`src/rtl/instruction_fetch_pkg.sv`:
```
// Shared constants and types for the fetch front end; decode imports the same
// NOP and condition-code constants so both ends agree on the idle word.
package instruction_fetch_pkg;

  localparam int INSTR_W = 32;

  localparam logic [3:0] COND_AL = 4'b1110;

  // Always-executed NOP; emitted whenever no fetched instruction is available.
  localparam logic [INSTR_W-1:0] NOP_WORD = {COND_AL, 28'h320F000};

  typedef enum logic {
    FETCH   = 1'b0,
    DISCARD = 1'b1
  } fetch_state_t;

endpackage

```
`src/rtl/instruction_fetch_queue.sv`:
```
// Synchronous prefetch FIFO of {pc, instr} entries; flush wins over push/pop.
module fetch_queue
  import instruction_fetch_pkg::*;
#(
  parameter int DEPTH = 4
) (
  input  logic                      clk,
  input  logic                      rst,
  input  logic                      push,
  input  logic                      pop,
  input  logic                      flush,
  input  logic [2*INSTR_W-1:0]      wr_data,
  output logic [2*INSTR_W-1:0]      head_data,
  output logic [$clog2(DEPTH):0]    count,
  output logic                      empty,
  output logic                      full
);

  localparam int PTR_W = $clog2(DEPTH);
  localparam int CNT_W = PTR_W + 1;

  logic [2*INSTR_W-1:0] mem [DEPTH];
  logic [PTR_W-1:0]     rd_ptr;
  logic [PTR_W-1:0]     wr_ptr;
  logic                 do_push;
  logic                 do_pop;

  assign empty     = (count == '0);
  assign full      = (count == CNT_W'(DEPTH));
  assign do_pop    = pop && !empty;
  // A full queue still accepts a push when the head leaves in the same cycle.
  assign do_push   = push && (!full || do_pop);
  assign head_data = mem[rd_ptr];

  always_ff @(posedge clk) begin
    if (rst || flush) begin
      rd_ptr <= '0;
      wr_ptr <= '0;
      count  <= '0;
    end else begin
      if (do_push) wr_ptr <= wr_ptr + PTR_W'(1);
      if (do_pop)  rd_ptr <= rd_ptr + PTR_W'(1);
      count <= count + CNT_W'(do_push) - CNT_W'(do_pop);
    end
  end

  always_ff @(posedge clk) begin
    if (!rst && !flush && do_push) mem[wr_ptr] <= wr_data;
  end

endmodule

```
`src/rtl/instruction_fetch.sv`:
```
// Fetch front end: owns the fetch PC, issues word requests to instruction
// memory, buffers returned words and presents one instruction per cycle.
module instruction_fetch
  import instruction_fetch_pkg::*;
#(
  parameter int          DEPTH    = 4,
  parameter logic [31:0] RESET_PC = 32'h00000000
) (
  input  logic        clk,
  input  logic        rst,
  output logic        imem_req_o,
  output logic [31:0] imem_addr_o,
  input  logic        imem_ack_i,
  input  logic [31:0] imem_rdata_i,
  input  logic        redirect_i,
  input  logic [31:0] redirect_pc_i,
  input  logic        stall_i,
  output logic [31:0] instr_o,
  output logic [31:0] instr_pc_o,
  output logic        instr_valid_o
);

  localparam int CNT_W = $clog2(DEPTH) + 1;

  // Memory handshake: once imem_req_o rises, imem_addr_o is frozen until the
  // cycle imem_ack_i is high; req && ack is the transfer and may happen in the
  // first req cycle. Only one request is ever outstanding.

  fetch_state_t         state;
  fetch_state_t         state_next;
  logic [31:0]          fetch_pc;
  logic [31:0]          fetch_pc_next;
  logic [31:0]          addr_next;
  logic                 req_next;
  logic                 xfer;
  logic                 push;
  logic                 pop;
  logic                 q_empty;
  logic                 q_full;
  logic [CNT_W-1:0]     q_count;
  logic [CNT_W-1:0]     count_next;
  logic [2*INSTR_W-1:0] head_data;
  logic                 unused_pc_bits;

  assign unused_pc_bits = ^redirect_pc_i[1:0];

  assign xfer = imem_req_o && imem_ack_i;
  assign push = (state == FETCH) && xfer && !redirect_i && (!q_full || pop);
  assign pop  = !q_empty && !stall_i && !redirect_i;

  fetch_queue #(.DEPTH(DEPTH)) u_queue (
    .clk       (clk),
    .rst       (rst),
    .push      (push),
    .pop       (pop),
    .flush     (redirect_i),
    .wr_data   ({fetch_pc, imem_rdata_i}),
    .head_data (head_data),
    .count     (q_count),
    .empty     (q_empty),
    .full      (q_full)
  );

  assign instr_valid_o = !q_empty;
  assign instr_o       = q_empty ? NOP_WORD : head_data[INSTR_W-1:0];
  assign instr_pc_o    = q_empty ? 32'h0 : head_data[2*INSTR_W-1:INSTR_W];

  always_ff @(posedge clk) begin
    if (rst) state <= FETCH;
    else     state <= state_next;
  end

  always_comb begin
    state_next = state;
    case (state)
      FETCH:   if (redirect_i && imem_req_o && !imem_ack_i) state_next = DISCARD;
      DISCARD: if (imem_ack_i) state_next = FETCH;
      default: state_next = FETCH;
    endcase
  end

  always_comb begin
    fetch_pc_next = fetch_pc;
    if (redirect_i)  fetch_pc_next = {redirect_pc_i[31:2], 2'b00};
    else if (push)   fetch_pc_next = fetch_pc + 32'd4;

    count_next = redirect_i ? '0 : q_count + CNT_W'(push) - CNT_W'(pop);

    // A new request reserves its queue slot up front, so a request is only
    // raised when the post-edge occupancy leaves room for its data.
    req_next  = 1'b0;
    addr_next = fetch_pc_next;
    if (imem_req_o && !imem_ack_i) begin
      req_next  = 1'b1;
      addr_next = imem_addr_o;
    end else if (state_next == FETCH && count_next < CNT_W'(DEPTH)) begin
      req_next = 1'b1;
    end
  end

  always_ff @(posedge clk) begin
    if (rst) begin
      fetch_pc    <= RESET_PC;
      imem_req_o  <= 1'b0;
      imem_addr_o <= RESET_PC;
    end else begin
      fetch_pc    <= fetch_pc_next;
      imem_req_o  <= req_next;
      imem_addr_o <= addr_next;
    end
  end

endmodule
```
`config.mk`:
```
export PLATFORM = sky130hd
export DESIGN_NAME = instruction_fetch
export DESIGN_NICKNAME = d
export VERILOG_FILES = /design/src/rtl/instruction_fetch_pkg.sv /design/src/rtl/instruction_fetch_queue.sv /design/src/rtl/instruction_fetch.sv
export SDC_FILE = /design/constraint.sdc
export NUM_CORES = 1
export LEC_CHECK = 0
export ABC_AREA = 1
export BUFFER_PORTS_ARGS = -buffer_cell sky130_fd_sc_hd__buf_4
export CAP_MARGIN = 20
export CORE_UTILIZATION = 54
export CTS_BUF_LIST = sky130_fd_sc_hd__clkbuf_4
export DETAILED_ROUTE_END_ITERATION = 16
export PLACE_DENSITY = 0.77
export SLEW_MARGIN = 30
export SYNTH_ARGS = -nofsm -noshare
export SYNTH_HDL_FRONTEND = slang
export SYNTH_HIERARCHICAL = 1
export SYNTH_SLANG_ARGS = --single-unit
export TNS_END_PERCENT = 20
```
`constraint.sdc`:
```
create_clock -name clk -period 4.9 [get_ports clk]
set_clock_uncertainty 0.2 [all_clocks]
set_input_delay 0.98 -clock clk [delete_from_list [all_inputs] [get_ports clk]]
set_output_delay 0.98 -clock clk [all_outputs]
set_load 0.01 [all_outputs]
```
# Yosys cells after proc, flatten, opt, wreduce, memory -nomap -nowiden
# Memories as Yosys holds them, arrays and structs flattened. A register that Yosys moved wholly into a read port is not among the register bits.
# Cells that the tools add are included.
# Widths: inputs -> output; s select.
dict set report totals {
  reg_bits 73
  mem_bits_rw 256
  out_inout_bits 98
  mem_count 1
}
# memory depth word_bits rd rd_ports_with_merged_regs write_ports line_no
set mem_list {}
lappend mem_list {u_queue.mem 4 64 1 1 1 instruction_fetch_queue.sv:22} ;# logic [2*INSTR_W-1:0] mem [DEPTH];
dict set report classes {
  addsub 7
  order_cmp 1
  eq_ne 1
  n_mux 14
  bitwise_logic 2
  reduce_logical 24
}
# op count
set ops {}
lappend ops {{$mux 32} 4}
lappend ops {{$add 32x3->32 const B} 1}
lappend ops {{$logic_and 1x1->1} 14}
lappend ops {{$add 3x1->3} 2}
lappend ops {{$logic_not 1->1} 6}
lappend ops {{$mux 1} 6}
lappend ops {{$sub 3x1->3} 2}
lappend ops {{$add 2x1->2 const B} 2}
lappend ops {{$mux 2} 2}
lappend ops {{$eq 3x3->1 const B} 1}
lappend ops {{$logic_not 3->1} 1}
lappend ops {{$logic_or 1x1->1} 3}
lappend ops {{$lt 3x3->1 const B} 1}
lappend ops {{$mux 3} 1}
lappend ops {{$not 1->1} 2}
lappend ops {{$pmux 1 s2} 1}

# Depth between registers and ports, before layout
dict set report depth {
  ltp_word 13
  depth_mapped 16
  mapped_depth_nobuf 16
}

# Modules after synthesis
# Netlist, hierarchy kept.
# module instances cells_per_inst area_per_inst_um2 seq_area_each_um2
set by_module_without_submodules {}
lappend by_module_without_submodules {fetch_queue 1 691 9998.3 7867.5}
lappend by_module_without_submodules {instruction_fetch 1 650 3955.0 1321.3}

# Least setup slack after synthesis
# Ideal clock, no wire load.
dict set report synth_timing {
  kind {input to register}
  startpoint {in redirect_i}
  endpoint {mem u_queue/mem[0][0] in the netlist's numbering (enable)}
  t_arrival_ns 4.492
  required_time_ns 4.214
  path_slack_ns -0.278
  path_stages 9
  path_buffers 0
  cell_sequence {inv_2 nand2_1 nor2_4 nand2_4 inv_1 nand2_1 inv_1 nand2_1 nor2_1}
}
dict set report synth_via {
  elab_chain_cells 8
  word_cells_on_any_way 12
  classes_between {2 x mux; 10 x reduce/logical}
}
# element line_no
set synth_lines {}
lappend synth_lines {{start, declared} instruction_fetch.sv:15} ;# input logic redirect_i,
lappend synth_lines {{$logic_not 1->1 *} {instruction_fetch.sv:48, instruction_fetch.sv:49}}
lappend synth_lines {{$logic_and 1x1->1} instruction_fetch.sv:49} ;# assign pop = !q_empty && !stall_i && !redirect_i;
lappend synth_lines {{$logic_or 1x1->1} instruction_fetch.sv:48} ;# assign push = (state == FETCH) && xfer && !redirect_i && (!q_full || pop);
lappend synth_lines {{$logic_and 1x1->1 *} instruction_fetch.sv:48}
lappend synth_lines {{named net push} instruction_fetch.sv:36} ;# logic push;
lappend synth_lines {{$logic_and 1x1->1 *} instruction_fetch_queue.sv:32} ;# assign do_push = push && (!full || do_pop);
lappend synth_lines {{$logic_and 1x1->1 *} instruction_fetch_queue.sv:48} ;# if (!rst && !flush && do_push) mem[wr_ptr] <= wr_data;
lappend synth_lines {{$mux 1 *} instruction_fetch_queue.sv:48}
lappend synth_lines {{$mux 1 (implied by the code) *} instruction_fetch_queue.sv:48}
lappend synth_lines {{end, declared} instruction_fetch_queue.sv:22}
# Mark *: on every way through the listed nets, which the timed path passes. The rest lies on a longest branch.

==> flow_summary.toml <==
[status]
status = "finished, final reports clean"

[sta]
tightest_slew_ps = 905
drv_slew = 0
setup_violations = 0
fin_ws_ps = 1050
slew_headroom_pct = 39.6
finalCritPeriodShare_pct = 78.5
period_needed_ps = 3850
hold_viol = 0
grt_setup_unrepaired = "no"
hold_slack_ps = 307
max_freq_ghz = 0.260

[placement]
place_area_sq_um = 15400
port_buffers = 164
place_inst = 1780
dp_hpwl_microns = 17800
dp_slack_ps = 1150
place_congestion = 0.838

[worst_setup_path]
required_ps = 3720
endpoint_kind = "primary output"
path_class = "reg2out"
cp_top_family = "buffers and inverters"
cp_max_fo = 42
r2r_start = "u_queue/count[1]$_SDFF_PP0_"
rr_worst_depth = 13
crit_arrival_ps = 2670
crit_top_cell = "buf_4"
crit_path_top_delay_cell = "inv_2"
ff2ff_setup_slack_ps = 2000
worst-path-buf-inv = 4
r2r-end = "u_queue/mem[2][49]$_DFFE_PP_"
max_stage_delay_ps = 600
worstPathCellList = "inv_2 -> buf_4 -> o21ai_1 -> o22ai_1 -> inv_1 -> nor2_1 -> buf_4"
crit_path_start_kind = "flip-flop"

[synthesis]
synth-seq-area-share_pct = 65.9
synth-seq-cells = 331
synth_nets = 1419
synth_cell_types = 36
synth_edf_count = 256
ys.flop_type = "edfxtp_1"
syn_avg_cell_area_sq_um = 10.4
syn_area_sq_um = 14000
ys_async_sr_fraction_pct = 0
syn_inst = 1341
yosys_warnings = 6

[clock_network]
cts_resized = 0
htree_levels = 3
cts_buffers = 81
clk_pin_slew_ps = 70
root_buffer = "clkbuf_4"
cts_setup_buffers = 0
insertion_delay_ps = 680
clk_path_buf_depth = 3
cts.sinks = 331
hold_buffers = 0
cts_tree = "done"

[die]
die_y_microns = 163
die-area_sq_um = 26500
coreArea_sq_um = 25300
initial_core_util_pct = 55.3
die_w_microns = 163
io_pins = 167
num_rows = 58

[final_layout]
syn_to_final_growth_pct = 18.0
final_cell_mix = "edfxtp_1 (256), nor2_1 (230), buf_4 (173)"
final_common_cell = "edfxtp_1"
stdcell_count = 1922
final_nets = 1611
final_area_sq_um = 16500
drive_gt1_share_pct = 21.2

[power_and_ir_drop]
power_density_nw_per_um2 = 345
p_leak_nw = 6.73
peakVddDrop_uv = 201

[min_path]
min_from = "imem_rdata_i[3]"
holdPathStages = 1
hold_class = "in2reg"
hold_end = "u_queue/mem[3][3]$_DFFE_PP_"

[detailed_routing]
drt-initial-drc-count = 832
post_drt_wl_per_cell_microns = 15.8
wl_microns = 30400
drcViolationCount = 0
via_per_inst = 5.38
detail-route-antenna-nets = 0
first_pass_iters = 5
vias = 10331

[global_routing]
grt_use_total_pct = 23.3
overflow = 0
antenna_found_initial = 1
grt_first_pass_wirelength_microns = 48300
grt_max_degree = 129
grt_pass1_vias = 9739

[run]
cap_violations = 0
[through the flow]
step / utilization, % / setup TNS (ps) / power [mW]
after floorplan: - / -71210 / 3.28
after global placement: 60.9 / 0 / 3.42
after detailed placement: 61.0 / 0 / 3.42
after CTS: 65.2 / 0 / 5.74
after global routing: 65.2 / 0 / 5.92
final: 65.2 / 0 / 5.68
[where the power goes]
part / switching (mW) / internal (mW) / total, mW / leakage (nW)
Combinational: 0.140 / 0.116 / 0.256 / 3.17
Sequential: 0.0477 / 3.06 / 3.11 / 2.93
Clock: 1.03 / 1.29 / 2.32 / 0.625
Total: 1.21 / 4.47 / 5.68 / 6.73
[sequential cells by signal (all words and copies together) (netlist names), named ones only]
signal,count
u_queue/count,3
state,1
imem_req_o,1
u_queue/mem,256
fetch_pc,32
u_queue/wr_ptr,2
u_queue/rd_ptr,2
imem_addr_o,32
[synth_stat cells, types with 2 or more instances]
library cell / number / area [sq um]
o21bai_1: 4 / 30.0
buf_4: 3 / 22.5
xor2_1: 6 / 52.6
or2_2: 20 / 125
nor2_1: 234 / 878
xnor2_1: 2 / 17.5
clkbuf_2: 3 / 15.0
clkbuf_1: 35 / 131
buf_6: 15 / 169
o21ai_1: 57 / 285
nor2_8: 2 / 40.0
nand4_1: 9 / 56.3
inv_1: 156 / 586
edfxtp_1: 256 / 7690
nand3b_1: 2 / 15.0
buf_2: 10 / 50.1
and2_1: 2 / 12.5
o22ai_1: 65 / 407
dfxtp_1: 75 / 1500
nand2_1: 135 / 507
o211ai_1: 3 / 22.5
buf_1: 3 / 11.3
nor2_4: 3 / 33.8
nor3_1: 4 / 20.0
ha_1: 8 / 100
o21ai_0: 94 / 470
a21oi_1: 38 / 190
nand3_1: 89 / 445
[layer usage]
| metal | global-route usage, % | vias to the layer above | part of all wire (%) |
|---|---|---|---|
| met3 | 4.13 | 54 | 7.7 |
| li1 | - | 5018 | - |
| met1 | 32.0 | 4799 | 44 |
| met5 | 0 | - | 0 |
| met2 | 36.6 | 460 | 46 |
| met4 | 10.0 | 0 | 2.4 |
[final cells by class]
class,instances,area (sq um)
Sequential cell,331,9190
Fill cell,1951,8790
Multi-Input combinational cell,782,3800
Timing Repair Buffer,178,1390
Clock buffer,115,863
Inverter,159,602
Tap cell,330,413
Clock inverter,26,204
Antenna cell,1,2.50
[logic make-up (layout without fill, tap and decap cells)]
family,count (synthesis),count (layout),synth area share [%]
AOI/OAI and AO/OA,262,262,10.1
xor gates and xnor gates,8,8,0.502
adders and majority gates,9,9,0.861
buffers and inverters,228,478,7.16
DFF,331,331,65.9
other,0,1,0
and+or+nand+nor,503,503,15.5
[worst max-delay path by stage]
stage	start	to	slack, ps	depth (start not counted)
2_1_floorplan	redirect_i	u_queue/mem[0][0]$_DFFE_PP_	-280	9
3_3_place_gp	redirect_i	u_queue/mem[2][9]$_DFFE_PP_	1170	11
3_5_place_dp	redirect_i	u_queue/mem[2][9]$_DFFE_PP_	1150	11
4_1_cts	flip-flop	instr_pc_o[15]	1000	7
5_1_grt	flip-flop	instr_pc_o[21]	780	7
6_report	flip-flop	instr_pc_o[21]	1050	7
Power figures use the tool's default switching activity.
